==> src/rtl/thermostat_sequencer.sv <==
// Heater/AC load sequencer: min on-time, off-time lockout, fan run-on; never heats and cools at once.
// Latency: a call sampled at one edge drives its relay from the next cycle. No backpressure; all outputs are registered.
module thermostat_sequencer #(
  parameter int MIN_ON    = 4,
  parameter int MIN_OFF   = 3,
  parameter int FAN_RUNON = 2
) (
  input  logic clk,
  input  logic reset,
  input  logic too_hot,
  input  logic too_cold,
  input  logic mode,
  input  logic fan_on,
  output logic heater,
  output logic aircon,
  output logic fan,
  output logic lockout
);

  localparam int MAX_AB = (MIN_ON > MIN_OFF) ? MIN_ON : MIN_OFF;
  localparam int MAXV   = (MAX_AB > FAN_RUNON) ? MAX_AB : FAN_RUNON;
  localparam int CW     = $clog2(MAXV + 1);

  localparam logic [CW-1:0] C_MIN_ON  = CW'(MIN_ON);
  localparam logic [CW-1:0] C_MIN_OFF = CW'(MIN_OFF);
  localparam logic [CW-1:0] C_RUNON   = CW'(FAN_RUNON);
  localparam logic [CW-1:0] C_ONE     = CW'(1);

  localparam logic [1:0] S_IDLE  = 2'd0;
  localparam logic [1:0] S_HEAT  = 2'd1;
  localparam logic [1:0] S_COOL  = 2'd2;
  localparam logic [1:0] S_RUNON = 2'd3;

  logic [1:0]    r_state;
  logic [1:0]    w_next;
  logic [CW-1:0] r_on_cnt;
  logic [CW-1:0] r_off_cnt;
  logic [CW-1:0] r_run_cnt;
  logic          r_heater;
  logic          r_aircon;
  logic          r_fan;

  logic w_heat_call;
  logic w_cool_call;
  logic w_lockout;
  logic w_start_heat;
  logic w_start_cool;
  logic w_on_done;
  logic w_run_done;
  logic w_in_run;
  logic w_next_run;
  logic w_leave_run;

  // Both temperature flags set at once is a sensor fault and must never start a load.
  assign w_heat_call  = mode & too_cold & ~too_hot;
  assign w_cool_call  = ~mode & too_hot & ~too_cold;
  assign w_lockout    = (r_off_cnt != '0);
  assign w_start_heat = w_heat_call & ~w_lockout;
  assign w_start_cool = w_cool_call & ~w_lockout;
  assign w_on_done    = (r_on_cnt >= C_MIN_ON);
  assign w_run_done   = (r_run_cnt >= C_RUNON);
  assign w_in_run     = (r_state == S_HEAT) || (r_state == S_COOL);
  assign w_next_run   = (w_next == S_HEAT) || (w_next == S_COOL);
  assign w_leave_run  = w_in_run && (w_next != r_state);

  always_comb begin
    w_next = r_state;
    case (r_state)
      S_IDLE: begin
        if (w_start_heat)      w_next = S_HEAT;
        else if (w_start_cool) w_next = S_COOL;
      end
      S_HEAT: begin
        if (!w_heat_call && w_on_done) w_next = (FAN_RUNON == 0) ? S_IDLE : S_RUNON;
      end
      S_COOL: begin
        if (!w_cool_call && w_on_done) w_next = (FAN_RUNON == 0) ? S_IDLE : S_RUNON;
      end
      S_RUNON: begin
        // A fresh call beats run-on expiry, but only once the lockout has cleared.
        if (w_start_heat)      w_next = S_HEAT;
        else if (w_start_cool) w_next = S_COOL;
        else if (w_run_done)   w_next = S_IDLE;
      end
      default: w_next = S_IDLE;
    endcase
  end

  always_ff @(posedge clk) begin
    if (reset) begin
      r_state   <= S_IDLE;
      r_on_cnt  <= '0;
      r_off_cnt <= '0;
      r_run_cnt <= '0;
      r_heater  <= 1'b0;
      r_aircon  <= 1'b0;
      r_fan     <= 1'b0;
    end else begin
      r_state <= w_next;

      if (!w_next_run)                 r_on_cnt <= '0;
      else if (w_next != r_state)      r_on_cnt <= C_ONE;
      else if (!w_on_done)             r_on_cnt <= r_on_cnt + C_ONE;

      if (w_next != S_RUNON)           r_run_cnt <= '0;
      else if (r_state != S_RUNON)     r_run_cnt <= C_ONE;
      else if (!w_run_done)            r_run_cnt <= r_run_cnt + C_ONE;

      if (w_leave_run)                 r_off_cnt <= C_MIN_OFF;
      else if (w_lockout)              r_off_cnt <= r_off_cnt - C_ONE;

      r_heater <= (w_next == S_HEAT);
      r_aircon <= (w_next == S_COOL);
      r_fan    <= (w_next == S_IDLE) ? fan_on : 1'b1;
    end
  end

  assign heater  = r_heater;
  assign aircon  = r_aircon;
  assign fan     = r_fan;
  assign lockout = w_lockout;

endmodule
==> config.mk <==
export PLATFORM = sky130hd
export DESIGN_NAME = thermostat_sequencer
export DESIGN_NICKNAME = d
export VERILOG_FILES = /design/src/rtl/thermostat_sequencer.sv
export SDC_FILE = /design/constraint.sdc
export NUM_CORES = 1
export LEC_CHECK = 0
export CORE_MARGIN = 2
export CORE_UTILIZATION = 40
export CTS_CLUSTER_SIZE = 12
export DETAILED_ROUTE_END_ITERATION = 7
export GPL_ROUTABILITY_DRIVEN = 0
export MAX_ROUTING_LAYER = met4
export PLACE_DENSITY_LB_ADDON = 0.15
export SETUP_SLACK_MARGIN = 0.1
export SLEW_MARGIN = 20
export SYNTH_ARGS = -nofsm -noshare
export SYNTH_HDL_FRONTEND = slang
export SYNTH_SLANG_ARGS = --single-unit
==> constraint.sdc <==
create_clock -name clk -period 2.4 [get_ports clk]
set_input_delay 0.48 -clock clk [delete_from_list [all_inputs] [get_ports clk]]
set_output_delay 0.48 -clock clk [all_outputs]
set_load 0.01 [all_outputs]
==> results of run 1 <==
[cells in the mapped netlist]
master and number:
a21oi_2 1, nor3b_1 2, a41o_1 1, nor2_1 8
o21ai_0 3, inv_1 11, nor2b_1 3, a211o_1 1
clkbuf_1 1, o21a_1 1, mux2i_1 2, and3_1 1
dfxtp_1 14, o2111ai_1 1, and2b_1 1, o32ai_4 1
nand2_1 2, or3b_1 1, o21ai_1 2, or2_2 2
o22ai_1 1, o22a_1 1, nor4b_2 1, a41oi_1 1
nand3b_1 2, a31o_1 1, and3b_2 1, xnor2_1 3
inv_2 1, nor3_1 2, ha_1 14, nand2b_1 2
nand4_1 2, a21oi_1 6, a211oi_1 1, o221a_2 1
or3b_4 1
[final cells by class]
cell class / instances / area, um2 / share of cell area
clock buffers: 4 / 36.28 / 0.02987
inverters: 12 / 45.04 / 0.03708
repair buffers: 22 / 193.9 / 0.1596
multi-input cells: 73 / 620.6 / 0.5108
flip-flops and latches: 14 / 284.0 / 0.2338
well taps: 28 / 35.03 / 0.02884
[metal layers]
layer	up-vias	routed length, um	part of all wire	GRT usage
li1	401	-	-	-
met1	353	850	0.47	0.1752
met2	14	896	0.49	0.2511
met3	2	55	0.030	0.02299
met5	-	0	0	-
met4	0	16	0.0088	0.1184
[flip-flops by register name, indices dropped and copies added, names as in the netlist]
register and flops:
aircon 1, fan 1, heater 1, r_on_cnt 3, r_state 2, r_off_cnt 3, r_run_cnt 3
[critical path: stages, from the launching register on]
cell	delay, ps
dfxtp_1	330
buf_4	160
ha_2	200
or3b_4	380
o32ai_4	110
o221a_2	260
inv_2	40
ha_1	270
nor2b_2	160
nor3b_2	160
[cells by family (layout without fill, tap and decap cells)]
family	count (synthesis)	after routing	share of synthesized area
xor gates and xnor gates	3	3	0.02854
and+or+nand+nor	31	31	0.2092
adders and majority gates	14	14	0.1902
muxes	2	2	0.02174
DFF	14	14	0.3043
AOI/OAI and AO/OA	23	23	0.1930
buffers and inverters	13	38	0.05298
[path summary, 6_finish.rpt]
path	to	slack, ps
max	r_on_cnt[1]	210
min	r_run_cnt[2]	580
max reg2reg	r_on_cnt[1]	210
min reg2reg	r_run_cnt[2]	580
[cell usage in the layout (no fill, tap or decap), types with 2 or more instances in the layout]
master,n
dfxtp_1,13
buf_4,13
ha_1,12
inv_1,9
nor2_1,8
a21oi_1,6
clkdlybuf4s50_1,5
inv_2,3
xnor2_1,3
o21ai_0,3
clkbuf_4,3
dlymetal6s2s_1,3
nand2_1,2
or3b_4,2
nand2b_1,2
nand4_1,2
or2_2,2
o21ai_1,2
nand3b_1,2
mux2i_1,2
nor2b_1,2
ha_2,2
[power groups by stage]
| stage | Sequential [mW] | Clock [mW] | Combinational [mW] |
|---|---|---|---|
| 2_1_floorplan | 0.298 | 0 | 0.250 |
| 3_3_place_gp | 0.294 | 0 | 0.384 |
| 3_5_place_dp | 0.296 | 0 | 0.385 |
| 4_1_cts | 0.291 | 0.174 | 0.396 |
| 5_1_grt | 0.295 | 0.184 | 0.458 |
| 6_report | 0.290 | 0.165 | 0.405 |
[per-stage QoR]
step,power [mW],setup slack [ps],cell area (um2),cells,hold WS (ps)
after floorplan,0.5473,154.5,920.9,100,500.7
final,0.8595,211.7,1215,153,575.5
after global placement,0.6779,-216.6,1125,147,525.8
after CTS,0.8605,130.1,1181,153,558.9
after global routing,0.9370,98.92,1215,153,607.2
after detailed placement,0.6804,-295.7,1125,147,539.4
[timing repair]
item	in CTS	in global routing
pin swaps	2	3
resized for setup	3	13
endpoints found under the setup margin	3	4
buffers inserted	2	0
==> summary.md, run 1 <==
| Metric | Value |
|---|---|
| Clock Tree Root | clkbuf_4 |
| Post-Syn Area per Cell | just over 9 um2 |
| Yosys reg bits | 14 |
| Outcome | finished clean |
| Worst VDD drop | approximately 370 uV |
| # port buffers | 9 |
| Clk pwr share | 0.192 |
| Fin crit period | roughly 2200 ps |
| Hold_buf cts | 0 |
| Leading area contributor after synthesis | dfxtp_1 |
| Max Cap Viol | 0 |
| CTS tree | yes |
| Reg power frac | 0.337 |
| Synth warn | 0 |
| Top cell type's share of synthesized area | 0.3043 |
| First-pass GRT wire length | about 3000 um |
| Initial antenna violation count | 0 |
| Drt total wl | 1818 um |
| GRT overflow | 0 |
| Fmax | ~0.46 GHz |
| Post-DRT Antenna Nets | 0 |
| Net Count, Synth | 120 |
| Largest net degree at the start of global routing | 12 |
| Proportion of layout cells with a drive suffix above 1 | 0.2960 |
| Cell area after synthesis | approximately 920 um2 |
| Setup violators final | 0 |
| Via Count | 770 |
| Worst Hold Path Cells | 2 |
| Worst-path clk slew | approximately 80 ps |
| Worst min path class | flip-flop to flip-flop |
| Syn Inst Count | 100 |
| Start point of the critical path | r_state[1] |
| Clk sink count | 14 |
| Num rows | 17 |
| Pwr per Cell Area | between 700 and 800 nW/um2 |
| Fillers | about 220 |
| CTS H-tree lvls | 1 |
| Period utilization | 0.9118 |
| Worst setup SP type | flip-flop |
| Iter 0 DRT Violations | 8 |
| Slew Viols, Final | 0 |
| Setup TNS | 0 ps |
| Unrepaired setup endpoints after global routing | false |
| Overall Global Routing Usage | 0.1567 |
| Least-Margin Pin Slew | roughly 400 ps |
| Vias in the first global route | 730 |
| Worst skew pair latency | roughly 270 ps |
| Fin util | 0.5545 |
| DR vias/cell | just over 5 |
| Worst EP required | 2560 ps |
| Seq/Total Area, Yosys | 0.3043 |
| DPL Wire Length | ~1400 um |
| Num CTS Buffers | 3 |
| Worst Reg-to-Reg Cells | 9 |
| Synth cell types | 37 |
| Critical Path End Type | flip-flop |
| Final #Nets | 146 |
| Worst slew margin | 0.7287 |
| CP Max Fanout | 7 |
| Combinational power share | 0.471 |
| Die Wd | 51.98 um |
| Cell Int Power | 561.2 uW |
| DRC | 0 |
| Final Hold Fails | 0 |
| IO Pins | 10 |
| Synth area leaders | dfxtp_1 (30%), ha_1 (19%), inv_1 (4.5%), a21oi_1 (3.3%), nor2_1 (3.3%) |
| Antenna cells | 0 |
| Number of iterations in the first detailed-routing pass | 4 |
| Worst Path Arrival | between 2000 and 2500 ps |
| Clock skew | around 4.3 ps |
| Total die area | 2702 um2 |
| Area Growth Syn to Fin | 31.93% |
| Routed length per instance | 11.88 um |
| FF-to-FF Start | r_state[1] |
| Leakage | about 0.52 nW |
| P_sw | a little under 300 uW |
| Switch share | 0.3471 |
| Clk buf depth | 2 |
| Critical path type | flip-flop to flip-flop |
| Die H | 51.98 um |
| Hold_sp | r_run_cnt[2] |
| Initial Utilization | 0.4203 |
| Core area | about 2200 um2 |
Note: power is estimated with default switching activity, not from simulation.
==> inputs of run 2 (changes only) <==
--- a/config.mk
+++ b/config.mk
@@ -5,6 +5,7 @@
 export SDC_FILE = /design/constraint.sdc
 export NUM_CORES = 1
 export LEC_CHECK = 0
+export CORE_ASPECT_RATIO = 0.9
 export CORE_MARGIN = 2
 export CORE_UTILIZATION = 40
 export CTS_CLUSTER_SIZE = 12
@@ -12,6 +13,7 @@
 export GPL_ROUTABILITY_DRIVEN = 0
 export MAX_ROUTING_LAYER = met4
 export PLACE_DENSITY_LB_ADDON = 0.15
+export REMOVE_ABC_BUFFERS = 1
 export SETUP_SLACK_MARGIN = 0.1
 export SLEW_MARGIN = 20
 export SYNTH_ARGS = -nofsm -noshare
==> run 2 against run 1 <==
Effect of this change: non-clock buffer count grew 1; hold slack worse by 8.4 ps; fmax shrank 0.51%; critical path depth did not move; count of clock-buffer cells in the layout shrank 1; core utilization is 0.29 points lower; critical endpoint unchanged; clock power fell by 25%.
==> summary.md, run 2 (synthesized netlist as in run 1, its figures left out) <==
| Metric | Value |
|---|---|
| Outcome | finished clean |
| Num rows | 16 (-1) |
| # port buffers | 9 (unchanged) |
| Die H | 49.52 um (-4.7%) |
| Worst Hold Path Cells | 2 (unchanged) |
| Setup violators final | 0 (unchanged) |
| Via Count | 788 (+2.3%) |
| CTS H-tree lvls | 1 (unchanged) |
| Fin util | 0.5516 (-0.002934) |
| Max Cap Viol | 0 (unchanged) |
| Slew Viols, Final | 0 (unchanged) |
| Initial antenna violation count | 0 (unchanged) |
| CP Capture Point | r_on_cnt[1] |
| CP Max Fanout | 7 (unchanged) |
| FF-to-FF Start | r_state[1] |
| Worst Path Arrival | 2360 ps (about the same) |
| Overall Global Routing Usage | 0.1533 (-0.003340) |
| Total die area | 2703 um2 (about the same) |
| Area Growth Syn to Fin | 30.71% |
| Final #Nets | 147 (+0.68%) |
| Most common cell after layout, fill and taps aside | buf_4 |
| Pwr per Cell Area | 681.0 nW/um2 (-3.7%) |
| Tot Pwr | 819.7 uW (-4.6%) |
| First-pass GRT wire length | 2987 um (-0.23%) |
| Start point of the critical path | r_state[1] |
| Clock Tree Root | clkbuf_4 |
| Setup TNS | 0 ps (unchanged) |
| Routed length per instance | 11.43 um (-3.8%) |
| Hold_buf cts | 0 (unchanged) |
| Core area | 2182 um2 (-0.40%) |
| Worst VDD drop | 390.0 uV (+4.9%) |
| DR vias/cell | 5.184 (+3.0%) |
| Number of iterations in the first detailed-routing pass | 4 (unchanged) |
| CTS tree | yes |
| Worst slew margin | 0.7220 (-0.006696) |
| Num CTS Buffers | 3 (unchanged) |
| Flop2flop setup slack | 200 ps (about the same) |
| Critical path type | flip-flop to flip-flop |
| Most frequent cells in the layout | buf_4 (14), dfxtp_1 (13), ha_1 (12) |
| Antenna cells | 0 (unchanged) |
| Clock skew | 2.561 ps (-1.786 ps) |
| Iter 0 DRT Violations | 15 (+7) |
| Worst setup SP type | flip-flop |
| Initial Utilization | 0.4220 (+0.001687) |
| DRC | 0 (unchanged) |
| IO Pins | 10 (unchanged) |
| Drt total wl | 1737 um (-4.5%) |
| Worst skew pair latency | 270 ps (about the same) |
| Largest net degree at the start of global routing | 12 (unchanged) |
| Post-DRT Antenna Nets | 0 (unchanged) |
| Worst Reg-to-Reg Cells | 9 (unchanged) |
| Fin crit period | 2200 ps (+11.19 ps) |
| Final Hold Fails | 0 (unchanged) |
| Fmax | 0.4546 GHz (-0.51%) |
| Proportion of layout cells with a drive suffix above 1 | 0.2800 (-0.01600) |
| Worst-path clk slew | 70 ps (about the same) |
| Worst min path class | flip-flop to flip-flop |
| Clk buf depth | 2 (unchanged) |
| GRT overflow | 0 (unchanged) |
| DPL Wire Length | 1403 um (+2.9%) |
| Vias in the first global route | 746 (+2.2%) |
| Fillers | 209 (-4.6%) |
| Unrepaired setup endpoints after global routing | true |
| Reg-to-Reg End | r_on_cnt[1] |
| Die Wd | 54.58 um (+5.0%) |
| Least-Margin Pin Slew | 415.7 ps (+10.01 ps) |
| Biggest regs | r_off_cnt x3, r_on_cnt x3, r_run_cnt x3 |
| Period utilization | 0.9165 (+0.004662) |
| Critical Path End Type | flip-flop |
| Leakage | 0.5174 nW (-0.99%) |
| Clk sink count | 14 (unchanged) |
| Worst EP required | 2560 ps (about the same) |
-- run 2: power by group --
part           leakage (nW)  internal [mW]  switching (mW)
clock network        0.0138         0.0580          0.0656
registers             0.115          0.271          0.0194
logic                 0.389          0.202           0.204
total                 0.517          0.531           0.289
-- run 2: repair_timing --
item,4_1_cts,5_1_grt
setup endpoints to repair,3,4
hold endpoints to repair,0,0
pin swaps,3,3
setup buffers,3,0
resized for setup,6,8
-- run 2: metrics by stage --
step                      setup WS [ps]  std cells  hold slack, ps  area, um2
after floorplan                   154.5         99           500.7      917.1
after global placement           -214.5        146           520.6       1124
after detailed placement         -319.0        146           535.7       1124
after CTS                         119.5        152           553.8       1182
after global routing              86.62        152           606.2       1204
final                             200.5        152           567.2       1204
-- run 2: cell type report --
type                       instances  area [um2]  area share
clock buffer                       3       22.52     0.01871
inverter                          12       45.04     0.03742
multi-input combinational         73       620.6      0.5156
sequential                        14       284.0      0.2360
tap                               27       33.78     0.02807
timing repair buffer              23       197.7      0.1642
-- run 2: worst min path at each step --
stage | from | endpoint | slack, ps
floorplan | r_run_cnt[2] | r_run_cnt[2] | 500
global placement | r_run_cnt[2] | r_run_cnt[2] | 520
detailed placement | r_run_cnt[2] | r_run_cnt[2] | 540
CTS | r_run_cnt[2] | r_run_cnt[2] | 550
global route | r_off_cnt[2] | r_off_cnt[2] | 610
finish | r_run_cnt[2] | r_run_cnt[2] | 570
-- run 2: per-layer routing --
layer	up-vias	routed length, um	track usage
met1	361	777	0.1887
met5	-	0	-
li1	399	-	-
met3	6	88	0.02727
met2	22	838	0.2390
met4	0	32	0.07083
-- run 2: critical path, cell delays in order (launching register included) --
cell and delay (ps):
dfxtp_1 330, buf_4 160, ha_2 190, or3b_4 390, o32ai_4 120, o221a_2 260
inv_1 50, ha_1 270, nor2b_2 160, nor3b_2 170
==> patch, RTL diff (flow settings as in run 2) <==
Add an input register stage for `too_hot`, `too_cold`, `mode` and `fan_on`; this delays them by one clock.
--- a/src/rtl/thermostat_sequencer.sv
+++ b/src/rtl/thermostat_sequencer.sv
@@ -33,2 +33,14 @@
 
+  logic too_hot_q;
+  logic too_cold_q;
+  logic mode_q;
+  logic fan_on_q;
+
+  always_ff @(posedge clk) begin
+    too_hot_q  <= too_hot;
+    too_cold_q <= too_cold;
+    mode_q     <= mode;
+    fan_on_q   <= fan_on;
+  end
+
   logic [1:0]    r_state;
@@ -54,4 +66,4 @@
   // Both temperature flags set at once is a sensor fault and must never start a load.
-  assign w_heat_call  = mode & too_cold & ~too_hot;
-  assign w_cool_call  = ~mode & too_hot & ~too_cold;
+  assign w_heat_call  = mode_q & too_cold_q & ~too_hot_q;
+  assign w_cool_call  = ~mode_q & too_hot_q & ~too_cold_q;
   assign w_lockout    = (r_off_cnt != '0);
@@ -113,3 +125,3 @@
       r_aircon <= (w_next == S_COOL);
-      r_fan    <= (w_next == S_IDLE) ? fan_on : 1'b1;
+      r_fan    <= (w_next == S_IDLE) ? fan_on_q : 1'b1;
     end
Behaviour: not the same (Yosys sat finds a counterexample within 4 cycles, from zero or initial values and one cycle with reset high).
==> patch against run 2 <==
Total power increased by 13%; area after synthesis increased by 7.3%; die area grew 6.8%; routed wire length up 8.9%; non-clock buffer count is 7 lower; count of clock-buffer cells in the layout stayed put; setup slack got worse by 12 ps; sequential share of layout area grew 5.3 points; sequential cell count up 4; clock skew about the same; design area increased by 5.5%; critical endpoint unchanged; highest routed layer unchanged.
==> patch: results <==
[worst_hold_path]
hold-path-endpoint = fan

[finish]
final_cells = 151
n_all_buffers = 16
design_area_mm2 = 0.00127
sh_seq_area = 0.289
final-clk-cell-share = 0.0177

[pwr]
internal_power_mw = 0.613
switchingPower_mw = 0.316
sequentialPower_mw = 0.364
ir_drop_mv = 0.384
p_leak_nw = 0.520
clk-power_mw = 0.145

[synthesis]
synth_compound_area_frac = 0.173
synth.distinct_cells = 35
synth_seq_cells = 18
syn_area_per_cell_um2 = 9.41
synth_xor_area_frac = 0.0266

[critical_path]
cp_data_arrival_time_ps = 2390

[detailed_routing]
vias = 768
drt_iter0_markers = 22
met2_wirelength_um = 852
met1Wirelength_um = 932

[outcome]
run_status = completed

[placed_design]
dpl.cell_count = 145
post-place-ws_ps = 30.6

[global_routing]
grt_pass1_wl_mm = 3.12
grt_pass1_vias = 738
gr-usage-met1 = 0.171
use_met2 = 0.235

[cts]
cts_setup_buffers = 0
clk_pin_slew_worst_paths_ps = 100
ctsResizeCount = 2

[sta]
tightest_slew_ps = 423
## patch: cell types whose count changed in the layout (fill, tap and decap cells not counted), moves of 2 or more
cell                    run 2  this run
clkdlybuf4s50_1             5         8
inv_2                       1         3
dfxtp_2                     0         2
buf_4                      14         6
dlygate4sd2_1               2         0
dfxtp_1                    13        15
## patch: how the worst max path moves through the flow
stage	from	endpoint	slack, ps	cells after the start
after detailed placement	r_state[0]	r_on_cnt[1]	30	9
after floorplan	r_state[1]	r_on_cnt[1]	180	9
after CTS	r_state[1]	r_on_cnt[1]	80	9
final	r_state[1]	r_on_cnt[1]	190	9
after global placement	r_state[0]	r_on_cnt[2]	140	10
after global routing	r_state[1]	r_on_cnt[2]	90	10
## patch: worst reg2reg max path, cell delays in order, from the launching register on
cell and delay [ps]:
dfxtp_2 350, buf_6 130, ha_4 170, or3b_4 400, o32ai_4 130, o221a_4 280
inv_2 40, ha_1 280, nor2b_2 160, nor3b_2 170
